### config.mk
export PLATFORM = sky130hd
export DESIGN_NAME = countdown_timer_flat
export DESIGN_NICKNAME = d
export VERILOG_FILES = /design/src/rtl/countdown_timer_if.sv /design/src/rtl/countdown_timer.sv /design/src/flat_wrapper.sv
export SDC_FILE = /design/constraint.sdc
export NUM_CORES = 1
export LEC_CHECK = 0
export CAP_MARGIN = 20
export CORE_AREA = 2 2 57 59
export DETAILED_ROUTE_END_ITERATION = 8
export DIE_AREA = 0 0 59 61
export PLACE_DENSITY = 0.78
export SLEW_MARGIN = 20
export SYNTH_ARGS = -nofsm -noshare
export SYNTH_HDL_FRONTEND = slang
export SYNTH_SLANG_ARGS = --single-unit
### constraint.sdc
create_clock -name clk -period 2.2 [get_ports clk]
set_input_delay 0.22 -clock clk [delete_from_list [all_inputs] [get_ports clk]]
set_output_delay 0.22 -clock clk [all_outputs]
set_load 0.005 [all_outputs]
### src/rtl/countdown_timer_if.sv
// Control-unit <-> countdown_timer handshake: load request, run control and status/count readback.
interface countdown_timer_if #(
  parameter int SIZE = 16
);
  logic            load;
  logic [SIZE-1:0] load_value;
  logic            pause;
  logic            abort;
  logic            ready;
  logic            busy;
  logic            done;
  logic [SIZE-1:0] count_out;

  modport master (
    output load, load_value, pause, abort,
    input  ready, busy, done, count_out
  );

  modport slave (
    input  load, load_value, pause, abort,
    output ready, busy, done, count_out
  );
endinterface

### src/rtl/countdown_timer.sv
// countdown_timer: loadable down-counter stepping by AMOUNT toward zero, one-cycle done pulse.
// Optional COUNTDOWN_AUTO_RELOAD_EN: restart from the last loaded value after every done.
module countdown_timer #(
  parameter int SIZE   = 16,
  parameter int AMOUNT = 1
) (
  input  logic             clk,
  input  logic             rst_n,
  countdown_timer_if.slave bus
);
  localparam logic [SIZE-1:0] STEP = SIZE'(AMOUNT);

  typedef enum logic [1:0] {S_IDLE, S_COUNT, S_DONE} state_t;

  state_t          r_state;
  logic [SIZE-1:0] r_count;
  logic            r_ready;
  logic            r_busy;
  logic            r_done;
  logic [SIZE-1:0] w_next;
`ifdef COUNTDOWN_AUTO_RELOAD_EN
  logic [SIZE-1:0] r_reload;
`endif

  // Saturating step: anything at or below STEP lands on zero instead of wrapping.
  function automatic logic [SIZE-1:0] f_sat_dec(input logic [SIZE-1:0] v);
    return (v > STEP) ? (v - STEP) : '0;
  endfunction

  assign w_next = f_sat_dec(r_count);

  always_ff @(posedge clk) begin
    if (!rst_n) begin
      r_state <= S_IDLE;
      r_count <= '0;
      r_ready <= 1'b1;
      r_busy  <= 1'b0;
      r_done  <= 1'b0;
`ifdef COUNTDOWN_AUTO_RELOAD_EN
      r_reload <= '0;
`endif
    end else begin
      case (r_state)
        S_IDLE: begin
          if (bus.load) begin
            r_count <= bus.load_value;
            r_ready <= 1'b0;
`ifdef COUNTDOWN_AUTO_RELOAD_EN
            r_reload <= bus.load_value;
`endif
            if (bus.load_value == '0) begin
              r_state <= S_DONE;
              r_done  <= 1'b1;
            end else begin
              r_state <= S_COUNT;
              r_busy  <= 1'b1;
            end
          end
        end

        S_COUNT: begin
          if (bus.abort) begin
            r_state <= S_IDLE;
            r_ready <= 1'b1;
            r_busy  <= 1'b0;
          end else if (!bus.pause) begin
            r_count <= w_next;
            if (r_count <= STEP) begin
              r_state <= S_DONE;
              r_busy  <= 1'b0;
              r_done  <= 1'b1;
            end
          end
        end

        S_DONE: begin
          r_done <= 1'b0;
`ifdef COUNTDOWN_AUTO_RELOAD_EN
          if (r_reload != '0) begin
            r_count <= r_reload;
            r_state <= S_COUNT;
            r_busy  <= 1'b1;
          end else begin
            r_state <= S_IDLE;
            r_ready <= 1'b1;
          end
`else
          r_state <= S_IDLE;
          r_ready <= 1'b1;
`endif
        end

        default: begin
          r_state <= S_IDLE;
          r_ready <= 1'b1;
          r_busy  <= 1'b0;
          r_done  <= 1'b0;
        end
      endcase
    end
  end

  assign bus.ready     = r_ready;
  assign bus.busy      = r_busy;
  assign bus.done      = r_done;
  assign bus.count_out = r_count;
endmodule

### src/flat_wrapper.sv
// flat-port wrapper written by rule: the top's interface ports become plain ports
module countdown_timer_flat 
#(
  parameter int SIZE   = 16,
  parameter int AMOUNT = 1
)
  (clk, rst_n, bus_load, bus_load_value, bus_pause, bus_abort, bus_ready, bus_busy, bus_done, bus_count_out);
  countdown_timer_if #(.SIZE(SIZE)) bus_i ();
  input  logic clk;
  input  logic rst_n;
  input wire logic [$bits(bus_i.load)-1:0] bus_load;
  input wire logic [$bits(bus_i.load_value)-1:0] bus_load_value;
  input wire logic [$bits(bus_i.pause)-1:0] bus_pause;
  input wire logic [$bits(bus_i.abort)-1:0] bus_abort;
  output wire logic [$bits(bus_i.ready)-1:0] bus_ready;
  output wire logic [$bits(bus_i.busy)-1:0] bus_busy;
  output wire logic [$bits(bus_i.done)-1:0] bus_done;
  output wire logic [$bits(bus_i.count_out)-1:0] bus_count_out;
  assign bus_i.load = bus_load;
  assign bus_i.load_value = bus_load_value;
  assign bus_i.pause = bus_pause;
  assign bus_i.abort = bus_abort;
  assign bus_ready = bus_i.ready;
  assign bus_busy = bus_i.busy;
  assign bus_done = bus_i.done;
  assign bus_count_out = bus_i.count_out;
  countdown_timer #(.SIZE(SIZE), .AMOUNT(AMOUNT)) u_core (.clk(clk), .rst_n(rst_n), .bus(bus_i));
endmodule
[Word-level counts from Yosys, hierarchy flattened]
Index checks and enable logic that the tools add are counted.
Storage, ports and cells
  register bits after elaboration: 21
  latch bits: 0
  memory bits (writable): 0
  memory bits (read-only): 0
  input port bits: 21
  logic and storage cells: 54
  memories kept: 0
Operators by class
  add/sub/neg operators: 1
  $mul: 0
  divide/modulo/power cells: 0
  magnitude comparators: 2
  eq/ne operators: 11
  shift-type cells: 0
  muxes and demuxes: 26
  bitwise logic cells: 1
  reduce and logical (&&, ||, !) cells: 8
Operator list (number)
  16-bit two-way mux: 4
  16-bit one-hot mux with 2 select lines: 1
  16-bit by 1-bit greater-than comparator with 1-bit output (second input constant): 1
  16-bit by 1-bit less-or-equal comparator with 1-bit output (second input constant): 1
  16-bit zero test: 1
  16-bit by 1-bit subtractor with 16-bit output (second input constant): 1
  1-bit two-way mux: 12
  2-bit two-way mux: 5
  2-bit != test (second input constant): 5
  5-bit AND reduction: 2
  2-bit by 1-bit != test with 1-bit output (second input constant): 2
  1-bit one-hot mux with 2 select lines: 2
  2-bit one-hot mux with 2 select lines: 1
  4-bit AND reduction: 1
  3-bit by 2-bit != test with 1-bit output (second input constant): 1
  3-bit != test (second input constant): 1
  1-bit one-hot mux with 3 select lines: 1
  3-bit AND reduction: 1
  2-bit by 1-bit == test with 1-bit output (second input constant): 1
  2-bit == test (second input constant): 1
  2-bit zero test: 1
  2-bit AND reduction: 1
  2-bit nonzero test: 1
  1-bit NOT: 1

[Logic depth before layout (Yosys ltp)]
  word-level depth: 5
  mapped depth: 8

[Least setup slack after synthesis]
OpenSTA, ideal clock, no wires.
  path kind: flip-flop to flip-flop
  start point: register u_core.r_count[0], in the netlist u_core.bus.count_out[0]
  end point: register u_core.r_count[8], in the netlist u_core.bus.count_out[8]
  data arrival time: 1.968 ns
  data required time: 2.126 ns
  path slack: 0.158 ns
  cell stages (with the launch flop): 8
  path buffers: 1
  path through: dfxtp_1 -> inv_1 -> ha_1 -> or3b_1 -> clkbuf_1 -> or2_4 -> or4_1 -> a31oi_1
Between the ends
  word-level cells in the longest chain between the ends: 5
  elaborated cells between the ends (all ways): 6
  classes of those cells: 1 x add/sub; 1 x order compare; 4 x mux
RTL lines
  from (decl): line countdown_timer.sv:16  | logic [SIZE-1:0] r_count;
  from (signal assigned): line countdown_timer.sv:46  | r_count <= bus.load_value;
  from (signal assigned): line countdown_timer.sv:67  | r_count <= w_next;
  16-bit by 1-bit subtractor with 16-bit output / 16-bit by 1-bit greater-than comparator with 1-bit output (equally long branches): line countdown_timer.sv:27  | return (v > STEP) ? (v - STEP) : '0;
  16-bit two-way mux (*): line countdown_timer.sv:27
  16-bit two-way mux (*): line countdown_timer.sv:66  | end else if (!bus.pause) begin
  16-bit two-way mux (*): line countdown_timer.sv:62  | if (bus.abort) begin
  16-bit one-hot mux with 2 select lines (*): line countdown_timer.sv:43  | case (r_state)
Mark *: on every way between the ends. The rest lies on a longest branch, timed or not. The select of a mux whose other input is x is not followed.
A chain may end at the register's enable or synchronous reset.

[Worst setup path after layout]
  start point: register u_core.r_count[1], in the netlist u_core.bus.count_out[1]
  end point: register u_core.r_count[8], in the netlist u_core.bus.count_out[8]
The elaborated chain is that of the path after synthesis.

==> flow_summary_export.csv <==
group,metric,value,unit
worst_setup_path,startpoint_type,"flip-flop",
final_layout,area_delta_synth_final,40.7,%
final_layout,fin_util,64.4,%
timing,rsz0062_at_grt,"false",
pwr,clkPwrFrac,16.3,%
grt,grt_usage,26.6,%
pwr,p_comb_share,46.9,%
pwr,p_seq_share,36.8,%
grt,overflow,0,
pwr,p_sw,0.000472,W
floorplanning,ioPinCount,40,
run_status,outcome,"finished, final reports clean",
pwr,swShare,38.0,%
synthesis,async_flop_share,0,%
clock_tree,cts_max_level,1,
clock_tree,clkSlewWorstSetupHoldPaths,0.14,ns
place,place_hpwl,3.44,mm
clock_tree,holdBufCountCts,0,
grt,grt_antenna_before_repair,0,
grt,grt_pass1_wl,7.27,mm
synthesis,synth_nets,193,
clock_tree,clkLatencyLatePin,0.32,ns
timing,setup_violations,0,
synthesis,syn_inst,170,
timing,drv_slew,0,
job,max_cap_viol_count,0,
worst_setup_path,crit_required,2.46,ns
grt,grt.busiest_layer,"met2",
timing,period_minus_slack,2.06,ns
final_layout,drive_gt1_share,15.8,%
synthesis,synth_cell_types,47,
floorplanning,core_area,2950,µm²
timing,tightest_slew,0.519,ns
synthesis,yosysWarnings,0,
drt,wl_per_cell,18.1,µm
synthesis,ys_ff_latch,21,
timing,hold_violations,0,
drt,drt_first_iter_violations,116,
timing,fin_hold_ws,0.490,ns
timing,slew_headroom,65.3,%
worst_setup_path,cp.arrival,2.32,ns
drt,totalWireLength,4.60,mm
drt,drc,0,
floorplanning,die-area,3600,µm²
pwr,p_per_area,654,nW/µm²
grt,gr-usage-met2,42.1,%
grt,grt_pass1_vias,1531,
synthesis,yosysSeqAreaShare,31.1,%
timing,setup-tns-final,0,ns
grt,use_met3,3.84,%
worst_setup_path,worst-path-max-fanout,5,
timing,period_share,93.8,%
synthesis,syn_avg_cell_area,7.96,µm²
synthesis,synth_edf_count,0,
timing,fmax,0.485,GHz
worst_setup_path,path_class,"flip-flop to flip-flop",
clock_tree,postCtsSetupBuffers,0,
min_path,hp-class,"flip-flop to flip-flop",
synthesis,synth_area,1350,µm²
clock_tree,cts_made_buffers,3,
final_layout,nNetsFinal,245,
synthesis,ys.flop_type,"dfxtp_1",
floorplanning,dieWidth,59,µm
clock_tree,cts_root_buf,"clkbuf_4",
pwr,leakage,0.713,nW
final_layout,num-fill-cells,266,
drt,post_drt_via_cell_ratio,6.38,
grt,use_met1,35.9,%
floorplanning,start_util,45.8,%
worst_setup_path,crit_path_end_kind,"flip-flop",
drt,drt.antenna.violating_nets,0,
final_layout,num_antenna_cells,0,
place,port_buffers,39,
place,gp_congestion,0.928,
grt,grt_max_degree,20,
floorplanning,rows,20,
timing,finClkSkew,0.00986,ns
floorplanning,die_h,61,µm
clock_tree,cts.sinks,21,
pwr,peakVddDrop,0.000311,V
drt,vias,1620,
clock_tree,cts_buffer_depth,2,
clock_tree,cts_tree,"yes",
drt,drt_pre_antenna_iters,6,
pwr,p_int,0.000772,W
[placed cells by master (no fill, tap or decap), types with 3 or more instances in the layout]
cell              n
nor2b_1           5
buf_4            19
o21a_1            5
inv_1             4
a22oi_1           6
clkbuf_4          3
nand2_1          13
nor4_1           10
o21ai_0           4
or4_1             3
nand3_1           5
o22ai_1           5
dfxtp_1          21
a32oi_1           3
a31oi_1           3
a21oi_1          15
a211oi_1          3
nor3_1            6
or4_4             3
clkdlybuf4s50_1  39
nor2_1           10
[cell families (layout without fill, tap and decap cells)]
logic type | Yosys count | after routing | synth area share (%)
and+or+nand+nor | 71 | 71 | 30.8
adders and majority gates | 2 | 2 | 1.85
AOI/OAI and AO/OA | 59 | 59 | 30.3
buffers and inverters | 17 | 68 | 6.01
DFF | 21 | 21 | 31.1
[area by class of cell]
| cell class | instances | area (µm²) | area share, % |
|---|---|---|---|
| well taps | 33 | 41.3 | 2.17 |
| inverters | 6 | 22.5 | 1.18 |
| repair buffers | 58 | 533 | 28.0 |
| flip-flops and latches | 21 | 420 | 22.1 |
| clock inverters | 1 | 5.00 | 0.263 |
| multi-input cells | 132 | 858 | 45.1 |
| clock buffers | 3 | 22.5 | 1.18 |
[synth_stat cells, drive strengths merged (5+ instances only)]
cell    count  area share, %
nor4       11            6.2
inv         6            1.7
or4         6            4.2
nor2b       5            2.3
a22oi       6            3.3
nor3        6            2.2
o21a        5            2.8
a21oi      16            6.2
nor2       10            2.8
nand2      13            3.6
o21ai       6            2.5
nand3       5            1.8
clkbuf      8            2.3
dfxtp      21             31
o22ai       5            2.3
[worst max-delay path: stages (launching register included)]
cell and delay (ns):
dfxtp_1 0.36, inv_2 0.09, ha_1 0.17, buf_4 0.12, or3b_1 0.38, or2_4 0.27, or4_1 0.48, a31oi_1 0.13
[per-layer routing]
layer | wire, µm | up-vias
li1 | - | 771
met1 | 1960 | 751
met2 | 2210 | 84
met3 | 320 | 14
met4 | 109 | 0
met5 | 0 | -
[sequential cells by signal (all words and copies together) (netlist names)]
| signal | flops |
|---|---|
| u_core.bus.busy | 1 |
| u_core.bus.count_out | 16 |
| u_core.bus.done | 1 |
| u_core.bus.ready | 1 |
| u_core.r_state | 2 |
[power by group through the flow]
stage,sequential (W),clock [W],combinational (W)
final,0.000459,0.000203,0.000583
after global routing,0.000465,0.000217,0.000626
after CTS,0.000457,0.000205,0.000572
after detailed placement,0.000465,0,0.000564
after global placement,0.000463,0,0.000565
after floorplan,0.000465,0,0.000316
[worst paths after layout]
kind	slack, ns	to	cells after the start	start
max	0.14	u_core.bus.count_out[8]$_SDFFE_PN0P_	7	u_core.bus.count_out[1]$_SDFFE_PN0P_
min	0.49	u_core.bus.done$_SDFFE_PN0P_	1	u_core.bus.done$_SDFFE_PN0P_
max reg2reg	0.14	u_core.bus.count_out[8]$_SDFFE_PN0P_	7	u_core.bus.count_out[1]$_SDFFE_PN0P_
min reg2reg	0.49	u_core.bus.done$_SDFFE_PN0P_	1	u_core.bus.done$_SDFFE_PN0P_
[metrics by stage]
step	power, W	setup WS, ns	instances	instance area [µm²]
4_1_cts	0.00123	0.0732	254	1900
5_1_grt	0.00131	0.0135	254	1900
2_1_floorplan	0.000781	0.158	170	1350
3_5_place_dp	0.00103	0.00851	250	1870
6_report	0.00124	0.137	254	1900
3_3_place_gp	0.00103	0.107	250	1870
[timing repair]
| item | CTS | global route |
|---|---|---|
| cloned | 0 | 0 |
| pin swaps | 0 | 2 |
| endpoints found under the setup margin | 1 | 4 |
| resized for setup | 1 | 2 |
Note: power is estimated with default switching activity, not from simulation.
